### config.mk
export PLATFORM = sky130hd
export DESIGN_NAME = poly_mixer_flat
export DESIGN_NICKNAME = d
export VERILOG_FILES = /design/src/rtl/poly_mixer_if.sv /design/src/rtl/poly_mixer.sv /design/src/flat_wrapper.sv
export SDC_FILE = /design/constraint.sdc
export NUM_CORES = 1
export LEC_CHECK = 0
export ABC_CLOCK_PERIOD_IN_PS = 5580
export CORE_MARGIN = 3
export CORE_UTILIZATION = 45
export DETAILED_ROUTE_END_ITERATION = 8
export DONT_BUFFER_PORTS = 1
export GPL_ROUTABILITY_DRIVEN = 0
export GPL_TIMING_DRIVEN = 0
export PLACE_DENSITY_LB_ADDON = 0.12
export SETUP_SLACK_MARGIN = 0.1
export SLEW_MARGIN = 10
export SYNTH_ARGS = -nofsm -noshare
export SYNTH_HDL_FRONTEND = slang
export SYNTH_SLANG_ARGS = --single-unit
### constraint.sdc
create_clock -name clk -period 5.58 [get_ports clk]
set_clock_uncertainty 0.1 [all_clocks]
set_input_delay 0.558 -clock clk [delete_from_list [all_inputs] [get_ports clk]]
set_output_delay 0.558 -clock clk [all_outputs]
set_load 0.01 [all_outputs]
### src/rtl/poly_mixer_if.sv
// Voice-bank to mixer bus: voice inputs, request/clear strobes and mixed result with status flags.
interface poly_mixer_if #(
    parameter int NUM_VOICES = 8,
    parameter int SAMPLE_W   = 24,
    parameter int VOL_W      = 8
);
    logic [NUM_VOICES*SAMPLE_W-1:0] voice_samples;
    logic [NUM_VOICES-1:0]          voice_enable;
    logic [VOL_W-1:0]               master_vol;
    logic                           sample_req;
    logic                           flags_clear;
    logic signed [SAMPLE_W-1:0]     mixed_sample;
    logic                           mixed_valid;
    logic                           busy;
    logic                           clip_flag;
    logic                           overrun_flag;

    modport master (
        output voice_samples, voice_enable, master_vol, sample_req, flags_clear,
        input  mixed_sample, mixed_valid, busy, clip_flag, overrun_flag
    );

    modport slave (
        input  voice_samples, voice_enable, master_vol, sample_req, flags_clear,
        output mixed_sample, mixed_valid, busy, clip_flag, overrun_flag
    );
endinterface

### src/rtl/poly_mixer.sv
// N-voice mixer: serial accumulate of enabled voices, master-volume gain, saturation to SAMPLE_W.
module poly_mixer #(
    parameter int NUM_VOICES = 8,
    parameter int SAMPLE_W   = 24,
    parameter int VOL_W      = 8
) (
    input  logic        clk,
    input  logic        reset_n,
    poly_mixer_if.slave bus
);

    localparam int IDX_W  = $clog2(NUM_VOICES);
    localparam int ACC_W  = SAMPLE_W + IDX_W;
    localparam int PROD_W = ACC_W + VOL_W + 1;
    localparam logic [IDX_W-1:0] LAST_IDX = IDX_W'(NUM_VOICES - 1);
    localparam logic signed [PROD_W-1:0] SAT_MAX = (PROD_W'(1) <<< (SAMPLE_W - 1)) - PROD_W'(1);
    localparam logic signed [PROD_W-1:0] SAT_MIN = ~SAT_MAX;

    typedef enum logic [1:0] {IDLE, ACCUM, SCALE, SAT} state_t;

    state_t                     state;
    logic [IDX_W-1:0]           idx;
    logic signed [SAMPLE_W-1:0] voice_p0 [NUM_VOICES];
    logic [NUM_VOICES-1:0]      enable_p0;
    logic [VOL_W-1:0]           vol_p0;
    logic signed [ACC_W-1:0]    acc_p0;
    logic signed [PROD_W-1:0]   scaled_p1;
    logic signed [SAMPLE_W-1:0] mixed_p2;
    logic                       vld_p2;
    logic                       clip_q;
    logic                       overrun_q;

    logic signed [ACC_W-1:0]    term;
    logic signed [PROD_W-1:0]   acc_ext;
    logic signed [PROD_W-1:0]   vol_ext;
    logic signed [PROD_W-1:0]   product;

    function automatic logic signed [SAMPLE_W-1:0] saturate(input logic signed [PROD_W-1:0] v);
        logic signed [PROD_W-1:0] c;
        c = v;
        if (v > SAT_MAX) c = SAT_MAX;
        if (v < SAT_MIN) c = SAT_MIN;
        return c[SAMPLE_W-1:0];
    endfunction

    function automatic logic is_clipped(input logic signed [PROD_W-1:0] v);
        return (v > SAT_MAX) || (v < SAT_MIN);
    endfunction

    always_comb begin
        term = '0;
        if (enable_p0[idx])
            term = {{(ACC_W-SAMPLE_W){voice_p0[idx][SAMPLE_W-1]}}, voice_p0[idx]};
        // Volume is an unsigned gain, so it enters the signed multiply zero-extended.
        acc_ext = {{(PROD_W-ACC_W){acc_p0[ACC_W-1]}}, acc_p0};
        vol_ext = {{(PROD_W-VOL_W){1'b0}}, vol_p0};
        product = acc_ext * vol_ext;
    end

    always_ff @(posedge clk or negedge reset_n) begin
        if (!reset_n) begin
            state     <= IDLE;
            idx       <= '0;
            enable_p0 <= '0;
            vol_p0    <= '0;
            acc_p0    <= '0;
            scaled_p1 <= '0;
            mixed_p2  <= '0;
            vld_p2    <= 1'b0;
            clip_q    <= 1'b0;
            overrun_q <= 1'b0;
            for (int i = 0; i < NUM_VOICES; i++) voice_p0[i] <= '0;
        end else begin
            vld_p2 <= 1'b0;
            // Clear first so a same-cycle set event below takes precedence.
            if (bus.flags_clear) begin
                clip_q    <= 1'b0;
                overrun_q <= 1'b0;
            end
            if (bus.sample_req && state != IDLE) overrun_q <= 1'b1;

            case (state)
                // p0: latch inputs on request
                IDLE: begin
                    if (bus.sample_req) begin
                        for (int i = 0; i < NUM_VOICES; i++)
                            voice_p0[i] <= bus.voice_samples[i*SAMPLE_W +: SAMPLE_W];
                        enable_p0 <= bus.voice_enable;
                        vol_p0    <= bus.master_vol;
                        acc_p0    <= '0;
                        idx       <= '0;
                        state     <= ACCUM;
                    end
                end
                ACCUM: begin
                    acc_p0 <= acc_p0 + term;
                    idx    <= idx + IDX_W'(1);
                    if (idx == LAST_IDX) state <= SCALE;
                end
                // p1: gain and floor-shift
                SCALE: begin
                    scaled_p1 <= product >>> (VOL_W - 1);
                    state     <= SAT;
                end
                // p2: clamp and publish
                SAT: begin
                    mixed_p2 <= saturate(scaled_p1);
                    vld_p2   <= 1'b1;
                    if (is_clipped(scaled_p1)) clip_q <= 1'b1;
                    state    <= IDLE;
                end
                default: state <= IDLE;
            endcase
        end
    end

    assign bus.mixed_sample = mixed_p2;
    assign bus.mixed_valid  = vld_p2;
    assign bus.busy         = (state != IDLE);
    assign bus.clip_flag    = clip_q;
    assign bus.overrun_flag = overrun_q;

endmodule

### src/flat_wrapper.sv
// flat-port wrapper written by rule: the top's interface ports become plain ports
module poly_mixer_flat 
#(
    parameter int NUM_VOICES = 8,
    parameter int SAMPLE_W   = 24,
    parameter int VOL_W      = 8
)
  (clk, reset_n, bus_voice_samples, bus_voice_enable, bus_master_vol, bus_sample_req, bus_flags_clear, bus_mixed_sample, bus_mixed_valid, bus_busy, bus_clip_flag, bus_overrun_flag);
  poly_mixer_if #(.NUM_VOICES(NUM_VOICES), .SAMPLE_W(SAMPLE_W), .VOL_W(VOL_W)) bus_i ();
  input  logic clk;
  input  logic reset_n;
  input wire logic [$bits(bus_i.voice_samples)-1:0] bus_voice_samples;
  input wire logic [$bits(bus_i.voice_enable)-1:0] bus_voice_enable;
  input wire logic [$bits(bus_i.master_vol)-1:0] bus_master_vol;
  input wire logic [$bits(bus_i.sample_req)-1:0] bus_sample_req;
  input wire logic [$bits(bus_i.flags_clear)-1:0] bus_flags_clear;
  output wire logic [$bits(bus_i.mixed_sample)-1:0] bus_mixed_sample;
  output wire logic [$bits(bus_i.mixed_valid)-1:0] bus_mixed_valid;
  output wire logic [$bits(bus_i.busy)-1:0] bus_busy;
  output wire logic [$bits(bus_i.clip_flag)-1:0] bus_clip_flag;
  output wire logic [$bits(bus_i.overrun_flag)-1:0] bus_overrun_flag;
  assign bus_i.voice_samples = bus_voice_samples;
  assign bus_i.voice_enable = bus_voice_enable;
  assign bus_i.master_vol = bus_master_vol;
  assign bus_i.sample_req = bus_sample_req;
  assign bus_i.flags_clear = bus_flags_clear;
  assign bus_mixed_sample = bus_i.mixed_sample;
  assign bus_mixed_valid = bus_i.mixed_valid;
  assign bus_busy = bus_i.busy;
  assign bus_clip_flag = bus_i.clip_flag;
  assign bus_overrun_flag = bus_i.overrun_flag;
  poly_mixer #(.NUM_VOICES(NUM_VOICES), .SAMPLE_W(SAMPLE_W), .VOL_W(VOL_W)) u_core (.clk(clk), .reset_n(reset_n), .bus(bus_i));
endmodule
==> results of run 1 <==
==> cells by family (layout without fill, tap and decap cells) <==
logic type,after synthesis,count (layout)
xor gates and xnor gates,48,48
DFF,296,296
buffers and inverters,355,454
other,0,12
muxes,313,313
adders and majority gates,268,268
and+or+nand+nor,380,380
AOI/OAI and AO/OA,217,217
==> cell type report <==
type                       count  area share (%)
inverter                     258            4.04
timing repair buffer          33            1.09
antenna                       12           0.125
multi-input combinational   1226            52.6
clock buffer                  55            4.56
sequential                   296            30.9
buffer                        97            2.91
clock inverter                11           0.683
tap                          600            3.13
==> worst paths after layout <==
path	from	end	slack, ns	cells after the start
max	u_core.vol_p0[3]	u_core.scaled_p1[27]	0.09	21
min	reset_n	u_core.bus.mixed_sample[4]	-0.38	0
max reg2reg	u_core.vol_p0[3]	u_core.scaled_p1[27]	0.09	21
min reg2reg	u_core.scaled_p1[4]	u_core.scaled_p1[4]	0.39	2
max in group asynchronous	reset_n	u_core.vol_p0[7]	5.08	0
min in group clk	bus_voice_samples[128]	u_core.voice_p0[56]	0.04	1
==> synthesized netlist by cell type (all sizes together) (3+ instances only) <==
library cell and n:
a211oi 5, a21boi 5, a21o 16, a21oi 50, a22o 6, a31oi 3
and2 100, and3 13, buf 17, clkbuf 80, dfrtp 296, fa 168
ha 100, inv 258, mux2 233, mux2i 30, mux4 50, nand2 164
nand2b 5, nand3 9, nand4 6, nand4b 4, nor2 47, nor2b 14
nor3 8, nor3b 4, o211ai 27, o21a 9, o21ai 66, o21bai 7
o31ai 3, xnor2 33, xor2 15
==> flip-flops by register name (all words and copies together), names as in the netlist, 2 cells and up <==
register	flops
u_core.voice_p0	192
u_core.enable_p0	8
u_core.bus.mixed_sample	24
u_core.state	2
u_core.vol_p0	8
u_core.acc_p0	27
u_core.idx	3
u_core.scaled_p1	29
==> per-layer routing <==
metal / vias up / share of wire, % / global-route usage (%) / routed length, um
met5: - / 0.40 / 0 / 219
met4: 36 / 2.5 / 5.37 / 1370
met3: 105 / 6.0 / 6.63 / 3260
met2: 294 / 49 / 38.2 / 26600
met1: 6941 / 42 / 27.4 / 23000
li1: 6411 / - / - / -
==> per-stage QoR <==
step                      setup slack, ns  TNS [ns]  hold slack (ns)
final                              0.0926         0           -0.377
after global routing              -0.0700    -0.144           -0.404
after CTS                          0.0653         0           -0.402
after detailed placement           -0.707     -5.79            0.174
after global placement             -0.709     -5.63            0.177
after floorplan                     0.107         0            0.162
==> what timing repair did <==
| item | 4_1_cts | 5_1_grt |
|---|---|---|
| setup endpoints to repair | 25 | 15 |
| cloned | 1 | 0 |
| gates resized for setup | 79 | 56 |
| endpoints found under the hold margin | 298 | 296 |
| buffers inserted | 28 | 3 |
| pin swaps | 45 | 18 |
==> critical path: stages, from the launching register on <==
cell,delay [ns]
dfrtp_1,0.35
buf_8,0.13
clkbuf_16,0.15
buf_4,0.12
nand2_2,0.05
fa_1,0.55
inv_2,0.04
fa_2,0.45
fa_1,0.49
inv_1,0.05
fa_1,0.55
inv_2,0.07
ha_4,0.22
and3_4,0.18
o211ai_1,0.12
o21ai_2,0.12
a311o_1,0.40
a31o_1,0.26
a221o_1,0.38
a211oi_2,0.22
xnor2_1,0.10
mux2_4,0.26
==> metrics.txt, run 1 <==
Post-synth top flop=dfrtp_1; Initial Util=46.0%; Pre-antenna DRT Iters=5; Multi-input gate area=0.0126 mm2; top post-synthesis cells by area=dfrtp_1 35%, fa_1 16%, mux2_2 12%; MaxCap Viol Count=0; CTS tree=done; Post-Route Utilization=52.4%; xor/xnor share of the synthesized area=2.00%; Register Area=0.00741 mm2; failing checks=negative hold slack; RSZ-0062 raised after global routing=yes; I/O Buffers=0; fraction of registers with async set/reset=100%; nets=2428; Synth Warn #=0; register bit total from synthesis=296; Worst Hold Class=in2async; Synth Area in Adders=21.9%; Synthesized Nets=2357; total wire length=54500 um; Fillers=4099; Min Clock Period, post-route=5.49 ns; Area Growth Syn to Fin=13.8%; hold buffers post-CTS=1; # setup viols final=0; maximum clock path buffer count=3; wire per inst=21.0 um; CP required=5.91 ns; global-route wire length before repair=85000 um; top cell type's share of synthesized area=35.2%; Final Hold Viols=296; Worst slew margin=34.8%; most frequent cells in the layout=294 x dfrtp_1, 245 x inv_1, 231 x mux2_2; count of flip-flops with a built-in enable after synthesis=0; crit end category=register; Routed Antenna Nets=0; Critical Path Start Type=register; Final Instance Area=0.0240 mm2; clock sink count=296; Slew Limit Fails=0; DIE AREA=0.0494 mm2; Core Region=0.0458 mm2; largest net degree at the start of global routing=297; CP max FO=8; Post-Syn Instances=1877; Die W=222 um; Row Count=78; fraction of the yosys area taken by sequential cells=35.2%; initial drt markers=640; WS Path Type=reg2reg; fin cells=2588; share of post-route cells with drive strength above 1=24.4%; Synth Cell Area=0.0211 mm2; compound-cell area share of the yosys netlist=6.57%; post-synthesis mux area share=19.2%; initial antenna violation count=29; Post-Place Cells=2477; Slew @ Worst Pin=0.978 ns; largest family of logic cells by synthesized area=adder cells; status=complete, but fails checks; drt drc=0; Period Utilization, post-route=98.3%; Syn Area/Cell=11.2 um2; highest clock rate=182 MHz; clk_lat worst skew=0.56 ns; number of CTS-inserted buffers=36; vias per cell=5.33; final hold slack=-0.377 ns; post-synth top area cell=dfrtp_1; Yosys cell types=58; clk root buf=clkbuf_16; Synth Area in Simple Gates=8.81%; most common cell after layout, fill and taps aside=dfrtp_1; HPWL Detailed=42200 um; DP Area=0.0220 mm2; Worst-path clk slew=0.05 ns; vias=13787; WP data arrival=5.81 ns; number of global-route vias before repair=14588; global route overflow=0; H-tree depth=2; Total Routing Usage GR=22.1%; IO Count=240; Die Ht=222 um
Power of run 1 is not shown: default switching activity piles up to over one toggle a cycle in this logic, so the estimate is an artifact.
==> run 2, diff against run 1 <==
--- a/config.mk
+++ b/config.mk
@@ -14,7 +14,6 @@
 export GPL_TIMING_DRIVEN = 0
 export PLACE_DENSITY_LB_ADDON = 0.12
 export SETUP_SLACK_MARGIN = 0.1
-export SLEW_MARGIN = 10
 export SYNTH_ARGS = -nofsm -noshare
 export SYNTH_HDL_FRONTEND = slang
 export SYNTH_SLANG_ARGS = --single-unit
==> results of run 2 <==
The final DEF is identical to that of run 1; final timing and power are the same.
Power of run 2 is left out for the same reason.
